--- config.mk ---
export PLATFORM = sky130hd
export DESIGN_NAME = muldiv_seq
export DESIGN_NICKNAME = d
export VERILOG_FILES = /design/src/rtl/muldiv_seq.sv
export SDC_FILE = /design/constraint.sdc
export NUM_CORES = 1
export LEC_CHECK = 0
export CAP_MARGIN = 20
export CORE_ASPECT_RATIO = 1.2
export CORE_MARGIN = 1.5
export CORE_UTILIZATION = 30
export CTS_BUF_LIST = sky130_fd_sc_hd__clkbuf_8
export DETAILED_ROUTE_END_ITERATION = 7
export DONT_BUFFER_PORTS = 1
export GPL_TIMING_DRIVEN = 1
export HOLD_SLACK_MARGIN = 0.08
export SYNTH_ARGS = -nofsm -noshare
export SYNTH_HDL_FRONTEND = slang
export SYNTH_SLANG_ARGS = --single-unit
--- constraint.sdc ---
create_clock -name clk -period 3.1 [get_ports clk]
set_clock_uncertainty 0.15 [all_clocks]
set_input_delay 0.465 -clock clk [delete_from_list [all_inputs] [get_ports clk]]
set_output_delay 0.465 -clock clk [all_outputs]
set_load 0.005 [all_outputs]
--- src/rtl/muldiv_seq.sv ---
// Sequential RV32M-style multiply/divide unit: one bit per cycle in CALC,
// with sign correction and special-case results applied in FIXUP.
module muldiv_seq #(
  parameter int N = 32
) (
  input  logic         clk,
  input  logic         reset,
  input  logic         start,
  input  logic [2:0]   funct3,
  input  logic [N-1:0] a,
  input  logic [N-1:0] b,
  output logic         busy,
  output logic         done,
  output logic [N-1:0] Result
);

  localparam int CW = (N > 1) ? $clog2(N) : 1;
  localparam logic [CW-1:0] LAST = CW'(N - 1);
  localparam logic [N-1:0] MOST_NEG = {1'b1, {(N-1){1'b0}}};

  localparam logic [2:0] F_MUL    = 3'b000;
  localparam logic [2:0] F_MULH   = 3'b001;
  localparam logic [2:0] F_MULHSU = 3'b010;
  localparam logic [2:0] F_MULHU  = 3'b011;
  localparam logic [2:0] F_DIV    = 3'b100;
  localparam logic [2:0] F_DIVU   = 3'b101;
  localparam logic [2:0] F_REM    = 3'b110;
  localparam logic [2:0] F_REMU   = 3'b111;

  typedef enum logic [1:0] {S_IDLE, S_CALC, S_FIXUP, S_DONE} state_t;

  state_t          r_state;
  state_t          w_next;
  logic [CW-1:0]   r_cnt;
  logic [2:0]      r_f3;
  logic            r_neg_q;
  logic            r_neg_r;
  logic [N-1:0]    r_opd;
  logic [2*N-1:0]  r_prod;
  logic [N-1:0]    r_result;

  logic            w_sa, w_sb;
  logic [N-1:0]    w_mag_a, w_mag_b;
  logic            w_div0, w_ovf, w_special;
  logic [N-1:0]    w_spec_val;
  logic [N:0]      w_add;
  logic [N:0]      w_trial;
  logic [2*N-1:0]  w_iter;
  logic [2*N-1:0]  w_prod_s;
  logic [N-1:0]    w_fix;

  function automatic logic [N-1:0] f_cneg(input logic [N-1:0] x, input logic neg);
    return neg ? -x : x;
  endfunction

  function automatic logic [2*N-1:0] f_cneg2(input logic [2*N-1:0] x, input logic neg);
    return neg ? -x : x;
  endfunction

  // Operand decode at the accepting edge: signs, magnitudes, special cases
  always_comb begin
    w_sa       = ((funct3 == F_MULH) || (funct3 == F_MULHSU) ||
                  (funct3 == F_DIV)  || (funct3 == F_REM)) && a[N-1];
    w_sb       = ((funct3 == F_MULH) || (funct3 == F_DIV) || (funct3 == F_REM)) && b[N-1];
    w_mag_a    = f_cneg(a, w_sa);
    w_mag_b    = f_cneg(b, w_sb);
    w_div0     = funct3[2] && (b == '0);
    w_ovf      = funct3[2] && !funct3[0] && (a == MOST_NEG) && (b == '1);
    w_special  = w_div0 || w_ovf;
    if (w_div0) w_spec_val = funct3[1] ? a : '1;
    else        w_spec_val = funct3[1] ? '0 : a;
  end

  // One iteration: shift-add for multiply, restoring shift-subtract for divide.
  // For divide the upper half is the partial remainder, the lower half the quotient.
  always_comb begin
    w_add   = {1'b0, r_prod[2*N-1:N]} + {1'b0, r_opd};
    w_trial = {r_prod[2*N-1:N], r_prod[N-1]} - {1'b0, r_opd};
    if (r_f3[2]) begin
      if (w_trial[N]) w_iter = {r_prod[2*N-2:0], 1'b0};
      else            w_iter = {w_trial[N-1:0], r_prod[N-2:0], 1'b1};
    end else begin
      if (r_prod[0])  w_iter = {w_add, r_prod[N-1:1]};
      else            w_iter = {1'b0, r_prod[2*N-1:1]};
    end
  end

  always_comb begin
    w_prod_s = f_cneg2(r_prod, r_neg_q);
    case (r_f3)
      F_MUL:                      w_fix = r_prod[N-1:0];
      F_MULH, F_MULHSU, F_MULHU:  w_fix = w_prod_s[2*N-1:N];
      F_DIV, F_DIVU:              w_fix = f_cneg(r_prod[N-1:0], r_neg_q);
      default:                    w_fix = f_cneg(r_prod[2*N-1:N], r_neg_r);
    endcase
  end

  always_ff @(posedge clk or negedge reset) begin
    if (!reset) r_state <= S_IDLE;
    else        r_state <= w_next;
  end

  always_comb begin
    w_next = r_state;
    case (r_state)
      S_IDLE:  if (start) w_next = w_special ? S_FIXUP : S_CALC;
      S_CALC:  if (r_cnt == LAST) w_next = S_FIXUP;
      S_FIXUP: w_next = S_DONE;
      default: w_next = S_IDLE;
    endcase
  end

  always_comb begin
    busy = (r_state != S_IDLE);
    done = (r_state == S_DONE);
  end

  // Special cases preload both halves so either result selection yields the value
  always_ff @(posedge clk or negedge reset) begin
    if (!reset) begin
      r_cnt    <= '0;
      r_f3     <= '0;
      r_neg_q  <= 1'b0;
      r_neg_r  <= 1'b0;
      r_opd    <= '0;
      r_prod   <= '0;
      r_result <= '0;
    end else begin
      case (r_state)
        S_IDLE: begin
          if (start) begin
            r_f3  <= funct3;
            r_cnt <= '0;
            if (w_special) begin
              r_neg_q <= 1'b0;
              r_neg_r <= 1'b0;
              r_opd   <= '0;
              r_prod  <= {w_spec_val, w_spec_val};
            end else begin
              r_neg_q <= w_sa ^ w_sb;
              r_neg_r <= w_sa;
              if (funct3[2]) begin
                r_opd  <= w_mag_b;
                r_prod <= {{N{1'b0}}, w_mag_a};
              end else begin
                r_opd  <= w_mag_a;
                r_prod <= {{N{1'b0}}, w_mag_b};
              end
            end
          end
        end
        S_CALC: begin
          r_cnt  <= r_cnt + CW'(1);
          r_prod <= w_iter;
        end
        S_FIXUP: r_result <= w_fix;
        default: ;
      endcase
    end
  end

  assign Result = r_result;

endmodule
==> impl_metrics.py, run 1 <==
metrics = {
    "yosys": {
        "syn_avg_cell_area_sq_um": 7.267,
        "synthesis_stage_register_bit_count": 140,
        "synthDistinctLibCells": 89,
        "ys_async_sr_fraction": 1.000,
        "synth_largest_area_cell": "sky130_fd_sc_hd__dfrtp_1",
        "synth_commonest_cells": "sky130_fd_sc_hd__nand2_1, sky130_fd_sc_hd__nor2_1, sky130_fd_sc_hd__o21ai_0, sky130_fd_sc_hd__a21oi_1, sky130_fd_sc_hd__clkbuf_1",
        "synth_sequential_area_ratio": 0.2176,
        "synth.most_common_cell": "sky130_fd_sc_hd__nand2_1",
        "synthTopCellsByArea": "sky130_fd_sc_hd__dfrtp_1, sky130_fd_sc_hd__o21ai_0, sky130_fd_sc_hd__a21oi_1, sky130_fd_sc_hd__xnor2_1, sky130_fd_sc_hd__ha_1",
        "number_of_nets_produced_by_synthesis": 2364,
        "ys_dominant_reg_cell": "sky130_fd_sc_hd__dfrtp_1",
        "yosys_warnings": 0,
        "syn-cell-area_sq_um": 16100,
        "yosys.area.top_type_share": 0.2176,
        "synth-edff-count": 0,
        "cells_after_synth": 2216,
    },
    "setup_path": {
        "worst-endpoint-required_ns": 3.35,
        "regToRegEndpoint": "r_prod[50]$_DFFE_PN0P_",
        "path_max_fanout": 16,
        "rr_startpoint": "r_prod[50]$_DFFE_PN0P_",
        "timing_worst_setup_path_type": "reg -> reg",
        "critPathLaunchType": "flip-flop",
        "worst_setup_path_end_kind": "flip-flop",
        "worst-r2r-setup-slack_ns": -0.18,
        "cp.arrival_ns": 3.54,
        "worst_r2r_path_depth": 13,
    },
    "timing": {
        "post-route-min-period_ns": 3.284,
        "maxSlewViolCount": 0,
        "slew_headroom": 0.4589,
        "final.setup.worst_slack_ns": -0.1843,
        "final.period_utilization": 1.059,
        "finalHoldWorstSlack_ns": -0.5223,
        "setup_total_negative_slack_ns": -2.829,
        "timing_worst_slew_pin_value_ns": 0.8087,
        "finalHoldViolCount": 140,
        "rsz0062_at_grt": "true",
        "final-setup-viol-count": 33,
        "fmaxAchievable_mhz": 304.5,
    },
    "drt": {
        "drc": 0,
        "vias_per_cell": 5.916,
        "routedWlPerCell_um": 25.53,
        "antenna_violating_nets_post_route": 0,
        "totalWireLength_um": 83700,
        "drt_pass1_iterations": 6,
        "dr_total_vias": 19400,
        "drtIter0Drc": 1731,
    },
    "global_route": {
        "global_route.usage.met3": 0.04804,
        "largest_net_degree_at_the_start_of_global_routing": 141,
        "global_route.usage.total": 0.2976,
        "initial_antenna_violation_count": 4,
        "first_pass_grt_wire_length_um": 123100,
        "grt_pass1_vias": 19045,
        "gr-total-overflow": 0,
        "grt_util_met1": 0.3527,
        "use_met2": 0.5020,
        "layer_with_the_highest_usage_after_global_routing": "met2",
    },
    "run_status": {
        "violations_in_the_final_reports": "negative hold slack, negative setup slack",
        "status": "finished with violations",
    },
    "clock_network": {
        "clk-insertion-delay-late_ns": 0.52,
        "cts_inserted_buffers": 17,
        "cts_sinks": 140,
        "ctsRootBufferMaster": "sky130_fd_sc_hd__clkbuf_8",
        "count_of_hold_fix_buffers_inserted_at_cts": 4,
        "cts.htree.levels": 4,
        "tritoncts": "built",
        "worst_setup_hold_path_clk_slew_ns": 0.10,
        "cts-root-to-sink-buffers": 2,
    },
    "die": {
        "die_wd_um": 214.5,
        "floorplan.core_area_sq_um": 52840,
        "ios": 104,
        "die_area_sq_um": 55080,
        "dieHeight_um": 256.8,
        "initial_core_util": 0.3048,
        "fp-row-count": 92,
    },
    "finish": {
        "layout-drive-gt1-share": 0.3098,
        "fill_cells": 5316,
        "layout-area-overhead-vs-synth_pct": 37.37,
        "finalNetCount": 2708,
        "final-instance-count-excl-fill": 3279,
        "fin_util": 0.4187,
    },
    "placement": {
        "gp_routability_congestion": 0.9925,
        "buffers_added_on_ports": 0,
        "dp_hpwl_um": 65300,
        "dp_cells": 3186,
    },
    "job": {
        "drv_cap": 0,
    },
    "power": {
        "p_leak_nw": 9.108,
        "ir_worst_vdd_mv": 1.004,
        "power-per-cell-area_nw_per_um2": 1360,
    },
    "hold_path": {
        "hold_class": "in -> async",
    },
}
-- placed cells by master (no fill, tap or decap), types with 13 or more instances in the layout --
cell                       synthesis  layout
sky130_fd_sc_hd__a21o_1           27      27
sky130_fd_sc_hd__a21oi_1         192     171
sky130_fd_sc_hd__a21oi_2           0      19
sky130_fd_sc_hd__a31oi_1          24      21
sky130_fd_sc_hd__and3_1           16      16
sky130_fd_sc_hd__buf_4             0     456
sky130_fd_sc_hd__buf_6             3      22
sky130_fd_sc_hd__clkbuf_8          0      20
sky130_fd_sc_hd__dfrtp_1         140     118
sky130_fd_sc_hd__dfrtp_2           0      21
sky130_fd_sc_hd__ha_1             76      46
sky130_fd_sc_hd__ha_4              0      26
sky130_fd_sc_hd__inv_1            86      81
sky130_fd_sc_hd__mux2_2           28      24
sky130_fd_sc_hd__mux2i_1          47      45
sky130_fd_sc_hd__nand2_1         231     226
sky130_fd_sc_hd__nand2b_1         28      27
sky130_fd_sc_hd__nand3_1          43      35
sky130_fd_sc_hd__nand4_1          24      24
sky130_fd_sc_hd__nor2_1          224     218
sky130_fd_sc_hd__nor3_1           49      40
sky130_fd_sc_hd__nor4_1           29      19
sky130_fd_sc_hd__o211ai_1         35      35
sky130_fd_sc_hd__o21a_1           13      13
sky130_fd_sc_hd__o21ai_0         210     158
sky130_fd_sc_hd__o21ai_1          11      49
sky130_fd_sc_hd__o22ai_1          29      27
sky130_fd_sc_hd__o31ai_1          33      24
sky130_fd_sc_hd__or3_1            22      14
sky130_fd_sc_hd__xnor2_1         109     107
sky130_fd_sc_hd__xor2_1           64      63
-- repair_timing --
item                                   4_1_cts  5_1_grt
setup endpoints to repair                   61       58
pin swaps                                   63       49
setup buffers                               45       15
gates cloned                                 1        1
endpoints found under the hold margin      165      140
gates resized for setup                    165      134
-- power breakdown --
group	switching, W	total, W	internal (W)
combinational	0.0138	0.0247	0.0108
sequential	0.000994	0.00371	0.00272
clock	0.000855	0.00171	0.000852
total	0.0157	0.0301	0.0144
-- worst max-delay path by stage --
stage / startpoint / end
2_1_floorplan: a[6] / r_prod[26]$_DFFE_PN0P_
3_3_place_gp: r_prod[2]$_DFFE_PN0P_ / Result[10]$_DFFE_PN0N_
5_1_grt: r_prod[56]$_DFFE_PN0P_ / r_prod[48]$_DFFE_PN0P_
4_1_cts: r_opd[25]$_DFFE_PN0P_ / r_prod[33]$_DFFE_PN0P_
6_report: r_prod[50]$_DFFE_PN0P_ / r_prod[50]$_DFFE_PN0P_
3_5_place_dp: r_prod[2]$_DFFE_PN0P_ / Result[10]$_DFFE_PN0N_
-- area by class of cell --
type	count	area, sq um	area share
multi-input combinational	1817	12940	0.5850
inverter	88	335.3	0.01516
clock buffer	20	275.3	0.01244
tap	705	882.1	0.03988
antenna	1	2.502	0.0001131
sequential	140	3533	0.1597
clock inverter	12	146.4	0.006618
timing repair buffer	496	4004	0.1810
-- metrics by stage --
step                      worst slack [ns]  power, W  hold WS [ns]  cell area [sq um]
final                              -0.1843   0.03008       -0.5223              22120
after global routing               -0.2495   0.03180       -0.5354              22120
after CTS                          -0.1403   0.02833       -0.5510              21430
after detailed placement           -0.5223   0.02466       0.02401              19850
after global placement             -0.5785   0.02454       0.02435              19850
after floorplan                    -0.1334   0.01519       0.01941              16250
-- state kept, by name, summed over array words and instances, names as in the netlist --
signal,count
r_f3,3
r_neg_r,1
r_opd,32
r_prod,64
Result,32
r_state,2
r_cnt,5
r_neg_q,1
-- routing by layer --
metal	vias to the layer above	share of wire
met5	-	0.00050
met4	6	0.073
met3	282	0.070
met2	920	0.47
met1	9418	0.39
li1	8774	-
-- worst max-delay path, cell delays in order, from the launching register on --
cell                      delay, ns
sky130_fd_sc_hd__dfrtp_2       0.49
sky130_fd_sc_hd__ha_1          0.33
sky130_fd_sc_hd__buf_4         0.14
sky130_fd_sc_hd__a21oi_2       0.08
sky130_fd_sc_hd__o21ai_2       0.10
sky130_fd_sc_hd__nand4_1       0.23
sky130_fd_sc_hd__and2_2        0.28
sky130_fd_sc_hd__a311o_1       0.38
sky130_fd_sc_hd__nor2_4        0.14
sky130_fd_sc_hd__buf_12        0.19
sky130_fd_sc_hd__buf_12        0.13
sky130_fd_sc_hd__mux2i_4       0.26
sky130_fd_sc_hd__a22o_1        0.20
sky130_fd_sc_hd__a21oi_2       0.06
-- kinds of logic after synthesis --
family                     count (synthesis)  synth area share
AOI/OAI and AO/OA                        747            0.2971
and+or+nand+nor                          744            0.2183
buffers and inverters                    259           0.06255
xor gates and xnor gates                 173           0.09410
DFF                                      140            0.2176
adders and majority gates                 78           0.06154
muxes                                     75           0.04880
Note: power is estimated with default switching activity, not from simulation.
==> inputs of run 2 (changes only) <==
SETUP_SLACK_MARGIN = 0.2   (was unset)
==> run 2 against run 1 <==
Compared with the run above:
- core utilization grew 0.14 points
- global-route usage down 0.066 points
- routed wire length grew 0.27%
- critical path depth shrank 2
- the run still ends with negative hold slack, negative setup slack left
- sequential share of layout area fell by 0.11 points
- highest routed layer unchanged
- largest cell class unchanged
- non-clock buffer count increased by 10
- clock-buffer cell count shrank 1
- sequential cell count is the same
- via count is 0.11% higher
- critical path type unchanged
- register-to-register slack got worse by 0.24 ns
- first-iteration DRC count is 3.6% lower
==> impl_metrics.py, run 2 (synthesis results as in run 1) <==
metrics = {
    "run_status": {
        "status": "finished with violations",
        "violations_in_the_final_reports": "negative hold slack, negative setup slack",
    },
    "timing": {
        "fmaxAchievable_mhz": 283.9,
        "finalHoldViolCount": 140,
        "rsz0062_at_grt": "true",
        "final-setup-viol-count": 46,
        "final.period_utilization": 1.136,
        "final.setup.worst_slack_ns": -0.4227,
        "timing_worst_slew_pin_value_ns": 0.9288,
        "post-route-min-period_ns": 3.523,
        "maxSlewViolCount": 0,
        "finalHoldWorstSlack_ns": -0.5380,
        "slew_headroom": 0.3785,
    },
    "drt": {
        "antenna_violating_nets_post_route": 0,
        "drc": 0,
        "dr_total_vias": 19422,
        "totalWireLength_um": 83920,
        "drtIter0Drc": 1669,
        "routedWlPerCell_um": 25.52,
        "vias_per_cell": 5.905,
        "drt_pass1_iterations": 8,
    },
    "die": {
        "floorplan.core_area_sq_um": 52840,
        "fp-row-count": 92,
        "die_area_sq_um": 55080,
        "initial_core_util": 0.3048,
        "die_wd_um": 214.5,
        "ios": 104,
        "dieHeight_um": 256.8,
    },
    "finish": {
        "finalNetCount": 2718,
        "layout.cells.most_common_list": "sky130_fd_sc_hd__buf_4, sky130_fd_sc_hd__nand2_1, sky130_fd_sc_hd__nor2_1, sky130_fd_sc_hd__a21oi_1, sky130_fd_sc_hd__o21ai_0",
        "fill_cells": 5378,
        "registers.top_by_ff_count": "r_prod",
        "largest_register_ff_count": 64,
        "layout.cells.most_common": "sky130_fd_sc_hd__buf_4",
        "final-instance-count-excl-fill": 3289,
        "layout-drive-gt1-share": 0.3118,
        "layout-area-overhead-vs-synth_pct": 37.84,
    },
    "power": {
        "total_power_w": 0.02973,
        "power-per-cell-area_nw_per_um2": 1339,
        "clock_power_share": 0.063,
        "p_sw_w": 0.01542,
        "cell_internal_pwr_w": 0.01430,
        "p_sw_frac": 0.5189,
        "power.share.sequential": 0.127,
        "p_leak_nw": 9.269,
        "ir_worst_vdd_mv": 0.9635,
        "relative_contribution_of_combinational_cells_to_total_power": 0.810,
    },
    "hold_path": {
        "hold_class": "in -> async",
    },
    "placement": {
        "place_worst_setup_slack_ns": -0.5149,
        "buffers_added_on_ports": 0,
        "dp_cells": 3200,
        "dp_hpwl_um": 65740,
        "gp_routability_congestion": 1.016,
    },
    "setup_path": {
        "setup.worst_path.start": "r_prod[46]$_DFFE_PN0P_",
        "path_max_fanout": 9,
        "worst-endpoint-required_ns": 3.39,
        "rr_startpoint": "r_prod[46]$_DFFE_PN0P_",
        "worst_setup_path_end_kind": "flip-flop",
        "timing_worst_setup_path_type": "reg -> reg",
        "cp.arrival_ns": 3.81,
        "critPathLaunchType": "flip-flop",
    },
    "global_route": {
        "first_pass_grt_wire_length_um": 123000,
        "global_route.usage.total": 0.2969,
        "grt_pass1_vias": 19337,
        "largest_net_degree_at_the_start_of_global_routing": 141,
        "gr-total-overflow": 0,
        "initial_antenna_violation_count": 4,
    },
    "clock_network": {
        "cts_inserted_buffers": 17,
        "ctsRootBufferMaster": "sky130_fd_sc_hd__clkbuf_8",
        "clk-insertion-delay-late_ns": 0.54,
        "worst_setup_hold_path_clk_slew_ns": 0.13,
        "count_of_hold_fix_buffers_inserted_at_cts": 4,
        "cts.htree.levels": 4,
        "tritoncts": "built",
        "cts_sinks": 140,
        "cts-root-to-sink-buffers": 2,
    },
    "job": {
        "drv_cap": 0,
    },
}
[run 2: changes by cell type in the layout (fill, tap and decap cells not counted), sizes merged]
cell	change
bufinv	+2
buf	+11
clkbuf	-2
diode	+1
inv	-1
clkinvlp	-1
[run 2: area by class of cell]
type | count | area (sq um) | share of cell area
Multi-Input combinational cell | 1817 | 12900 | 0.5812
Timing Repair Buffer | 506 | 4099 | 0.1847
Tap cell | 705 | 882.1 | 0.03974
Antenna cell | 2 | 5.005 | 0.0002255
Clock buffer | 19 | 261.5 | 0.01178
Clock inverter | 12 | 195.2 | 0.008794
Sequential cell | 140 | 3521 | 0.1586
Inverter | 88 | 332.8 | 0.01499
[run 2: final timing paths]
| path | end | slack [ns] | cells past startpoint |
|---|---|---|---|
| setup / recovery | Result[22]$_DFFE_PN0N_ | -0.42 | 11 |
| hold / removal | Result[26]$_DFFE_PN0N_ | -0.54 | 0 |
| setup reg to reg | Result[22]$_DFFE_PN0N_ | -0.42 | 11 |
| hold reg to reg | r_cnt[4]$_DFFE_PN0P_ | 0.35 | 2 |
| max in group asynchronous | r_opd[12]$_DFFE_PN0P_ | 2.84 | 0 |
| min in group clk | r_opd[29]$_DFFE_PN0P_ | 0.11 | 3 |
[run 2: worst max-delay path: stages, from the launching register on]
cell and delay, ns:
sky130_fd_sc_hd__dfrtp_1 0.50, sky130_fd_sc_hd__buf_4 0.25, sky130_fd_sc_hd__or4_1 0.57, sky130_fd_sc_hd__or3_1 0.44, sky130_fd_sc_hd__nor4_1 0.29, sky130_fd_sc_hd__buf_4 0.20, sky130_fd_sc_hd__nand3b_1 0.19, sky130_fd_sc_hd__nand3_1 0.15
sky130_fd_sc_hd__o211ai_1 0.09, sky130_fd_sc_hd__a21oi_1 0.25, sky130_fd_sc_hd__o21ai_0 0.18, sky130_fd_sc_hd__o22ai_1 0.15
[run 2: power by group through the flow]
stage               Clock, W  Sequential [W]  Combinational [W]
detailed placement         0         0.00373             0.0210
finish               0.00187         0.00377             0.0241
global placement           0         0.00371             0.0209
floorplan                  0         0.00328             0.0121
global route         0.00196         0.00384             0.0255
CTS                  0.00188         0.00373             0.0226
[run 2: timing repair]
item,in CTS,in global routing
pin swaps,89,87
endpoints found under the hold margin,171,140
resized for setup,199,99
setup buffers,31,20
setup endpoints to repair,65,74
gates cloned,1,0
[run 2: layer usage]
metal,part of all wire,vias to the layer above,global-route usage,wire length [um]
met3,0.073,273,0.05362,6161
met1,0.38,9461,0.3456,32300
met5,0.00036,-,0,30
met2,0.47,902,0.4995,39270
met4,0.073,4,0.1948,6162
li1,-,8782,-,-
[run 2: metrics by stage]
stage,util,TNS [ns],area [sq um]
6_report,0.4201,-7.038,22200
5_1_grt,0.4201,-11.21,22190
4_1_cts,0.4087,-3.757,21600
3_5_place_dp,0.3788,-18.48,20010
3_3_place_gp,0.3788,-17.29,20010
2_1_floorplan,-,-1.948,16410
==> inputs of run 3 (changes only) <==
CORE_MARGIN = 8   (was 1.5)
CTS_BUF_LIST = unset   (was sky130_fd_sc_hd__clkbuf_8)
==> run 3 against run 2 <==
Compared with the run above:
- the flow still finishes with violations (negative hold slack, negative setup slack)
- clock-buffer cell count down 1
- sequential power is essentially flat
- core utilization is 0.60 points higher
- non-clock buffer count shrank 4
- cell count hardly changed
- critical endpoint is now r_prod[57]$_DFFE_PN0P_
- global-route usage fell by 2.8 points
- maximum frequency grew 5.4%
- critical path depth grew 2
- largest cell class unchanged
==> impl_metrics.py, run 3 (synthesis results as in run 1) <==
metrics = {
    "run_status": {
        "status": "finished with violations",
        "violations_in_the_final_reports": "negative hold slack, negative setup slack",
    },
    "clock_network": {
        "clk-insertion-delay-late_ns": 0.47,
        "cts-root-to-sink-buffers": 2,
        "ctsRootBufferMaster": "sky130_fd_sc_hd__clkbuf_16",
        "tritoncts": "built",
        "count_of_hold_fix_buffers_inserted_at_cts": 5,
        "worst_setup_hold_path_clk_slew_ns": 0.07,
        "cts_inserted_buffers": 17,
        "cts.htree.levels": 4,
        "cts_sinks": 140,
    },
    "timing": {
        "maxSlewViolCount": 0,
        "post-route-min-period_ns": 3.342,
        "slew_headroom": 0.5093,
        "fmaxAchievable_mhz": 299.2,
        "final.setup.worst_slack_ns": -0.2425,
        "finalHoldViolCount": 140,
        "final.period_utilization": 1.078,
        "finalHoldWorstSlack_ns": -0.4655,
        "setup_total_negative_slack_ns": -5.987,
        "rsz0062_at_grt": "true",
        "timing_worst_slew_pin_value_ns": 0.7283,
        "final-setup-viol-count": 45,
    },
    "job": {
        "drv_cap": 0,
    },
    "global_route": {
        "gr-total-overflow": 0,
        "initial_antenna_violation_count": 0,
        "first_pass_grt_wire_length_um": 124200,
        "global_route.usage.total": 0.2687,
        "largest_net_degree_at_the_start_of_global_routing": 141,
        "grt_pass1_vias": 19271,
    },
    "drt": {
        "antenna_violating_nets_post_route": 0,
        "vias_per_cell": 5.885,
        "routedWlPerCell_um": 25.76,
        "dr_total_vias": 19368,
        "totalWireLength_um": 84790,
        "drtIter0Drc": 1943,
        "drt_pass1_iterations": 6,
        "drc": 0,
    },
    "setup_path": {
        "cp.arrival_ns": 3.53,
        "cpMostUsedCell": "sky130_fd_sc_hd__nand4_1",
        "worst_setup_path_end_kind": "flip-flop",
        "path_max_fanout": 6,
        "max_stage_delay_ns": 0.38,
        "critPathBufInv": 3,
        "timing.critical_path.slowest_stage_cell": "sky130_fd_sc_hd__dfrtp_1",
        "worst-r2r-setup-slack_ns": -0.24,
        "cell_by_cell_trace_of_the_critical_path": "inv_2 > ha_4 > buf_4 > nand4_1 > nor2_1 > nand4_1 > and2_4 > a311o_1 > or2_4 > buf_6 > and2_1 > o21ai_0 > a21oi_1",
        "rr_startpoint": "r_opd[25]$_DFFE_PN0P_",
        "regToRegEndpoint": "r_prod[57]$_DFFE_PN0P_",
        "worst_path_dominant_cell_family": "simple AND/OR/NAND/NOR gates",
        "worst_r2r_path_depth": 13,
        "critPathLaunchType": "flip-flop",
        "timing_worst_setup_path_type": "reg -> reg",
        "worst-endpoint-required_ns": 3.29,
    },
    "finish": {
        "layout.cells.most_common_list": "sky130_fd_sc_hd__buf_4, sky130_fd_sc_hd__nand2_1, sky130_fd_sc_hd__nor2_1, sky130_fd_sc_hd__a21oi_1, sky130_fd_sc_hd__o21ai_0",
        "layout.cells.most_common": "sky130_fd_sc_hd__buf_4",
        "multiInputGateArea_sq_um": 13280,
        "num_antenna_cells": 0,
        "finalNetCount": 2714,
        "area.sequential_sq_um": 3520,
        "registers.top_by_ff_count": "r_prod",
        "largest_register_ff_count": 64,
        "design_area_sq_um": 22760,
        "fill_cells": 5354,
        "layout-area-overhead-vs-synth_pct": 41.34,
        "layout-drive-gt1-share": 0.3304,
    },
    "placement": {
        "dp_hpwl_um": 65660,
        "buffers_added_on_ports": 0,
        "gp_routability_congestion": 1.033,
        "post_dp_cell_area_sq_um": 19840,
        "place_worst_setup_slack_ns": -0.5721,
    },
    "die": {
        "die_area_sq_um": 61380,
        "ios": 104,
        "die_wd_um": 227.5,
        "dieHeight_um": 269.8,
        "fp-row-count": 93,
        "initial_core_util": 0.3015,
        "floorplan.core_area_sq_um": 53410,
    },
    "hold_path": {
        "hold_class": "in -> async",
    },
    "power": {
        "p_leak_nw": 9.429,
        "ir_worst_vdd_mv": 1.540,
        "power-per-cell-area_nw_per_um2": 1355,
    },
}
-- run 3: changes by cell type in the layout (fill, tap and decap cells not counted), sizes merged --
cell | previous run | this run
clkinv | 8 | 9
bufinv | 5 | 2
dlygate4sd3 | 3 | 5
buf | 503 | 497
clkinvlp | 0 | 2
clkbuf | 19 | 18
diode | 2 | 0
inv | 87 | 89
-- run 3: cell type report --
type	count	share of cell area
inverters	88	0.01462
flip-flops and latches	140	0.1546
repair buffers	502	0.1826
clock inverters	14	0.006322
well taps	712	0.03914
clock buffers	18	0.01930
multi-input cells	1817	0.5834
-- run 3: worst register-to-register path, cell delays in order, from the launching register on --
cell and delay, ns:
sky130_fd_sc_hd__dfrtp_1 0.38, sky130_fd_sc_hd__inv_2 0.07, sky130_fd_sc_hd__ha_4 0.27, sky130_fd_sc_hd__buf_4 0.13, sky130_fd_sc_hd__nand4_1 0.24, sky130_fd_sc_hd__nor2_1 0.23, sky130_fd_sc_hd__nand4_1 0.17, sky130_fd_sc_hd__and2_4 0.22
sky130_fd_sc_hd__a311o_1 0.38, sky130_fd_sc_hd__or2_4 0.27, sky130_fd_sc_hd__buf_6 0.15, sky130_fd_sc_hd__and2_1 0.16, sky130_fd_sc_hd__o21ai_0 0.29, sky130_fd_sc_hd__a21oi_1 0.11
-- run 3: stage by stage --
| stage | utilization | std cells | power, W |
|---|---|---|---|
| 6_report | 0.4261 | 3291 | 0.03085 |
| 5_1_grt | 0.4261 | 3291 | 0.03244 |
| 4_1_cts | 0.4102 | 3272 | 0.02901 |
| 3_5_place_dp | 0.3715 | 3180 | 0.02443 |
| 3_3_place_gp | 0.3715 | 3180 | 0.02433 |
| 2_1_floorplan | - | 2216 | 0.01538 |
-- run 3: what timing repair did --
action | in CTS | in global routing
endpoints found under the hold margin | 150 | 140
setup buffers | 55 | 19
setup endpoints to repair | 70 | 85
resized for setup | 245 | 142
pin swaps | 123 | 97
-- run 3: routing by layer --
metal	global-route usage	vias up	wire [um]
li1	-	8772	-
met1	0.3059	9444	31850
met2	0.4489	885	40530
met3	0.06267	267	6690
met4	0.1634	0	5719
met5	0	-	0
-- run 3: where the power goes --
group	switching [W]	leakage, nW	internal (W)
Sequential	0.00105	1.67	0.00271
Clock	0.000978	0.287	0.00121
Combinational	0.0138	7.47	0.0111
Total	0.0158	9.43	0.0150
-- run 3: how the worst max path moves through the flow --
stage	end	cells after the start	slack, ns	from
floorplan	r_prod[26]$_DFFE_PN0P_	10	-0.13	a[6]
detailed placement	r_prod[0]$_DFFE_PN0P_	8	-0.57	a[13]
finish	r_prod[57]$_DFFE_PN0P_	13	-0.24	r_opd[25]$_DFFE_PN0P_
global route	r_prod[57]$_DFFE_PN0P_	12	-0.30	r_prod[32]$_DFFE_PN0P_
global placement	r_prod[0]$_DFFE_PN0P_	8	-0.57	a[13]
CTS	Result[30]$_DFFE_PN0N_	13	-0.21	r_prod[32]$_DFFE_PN0P_
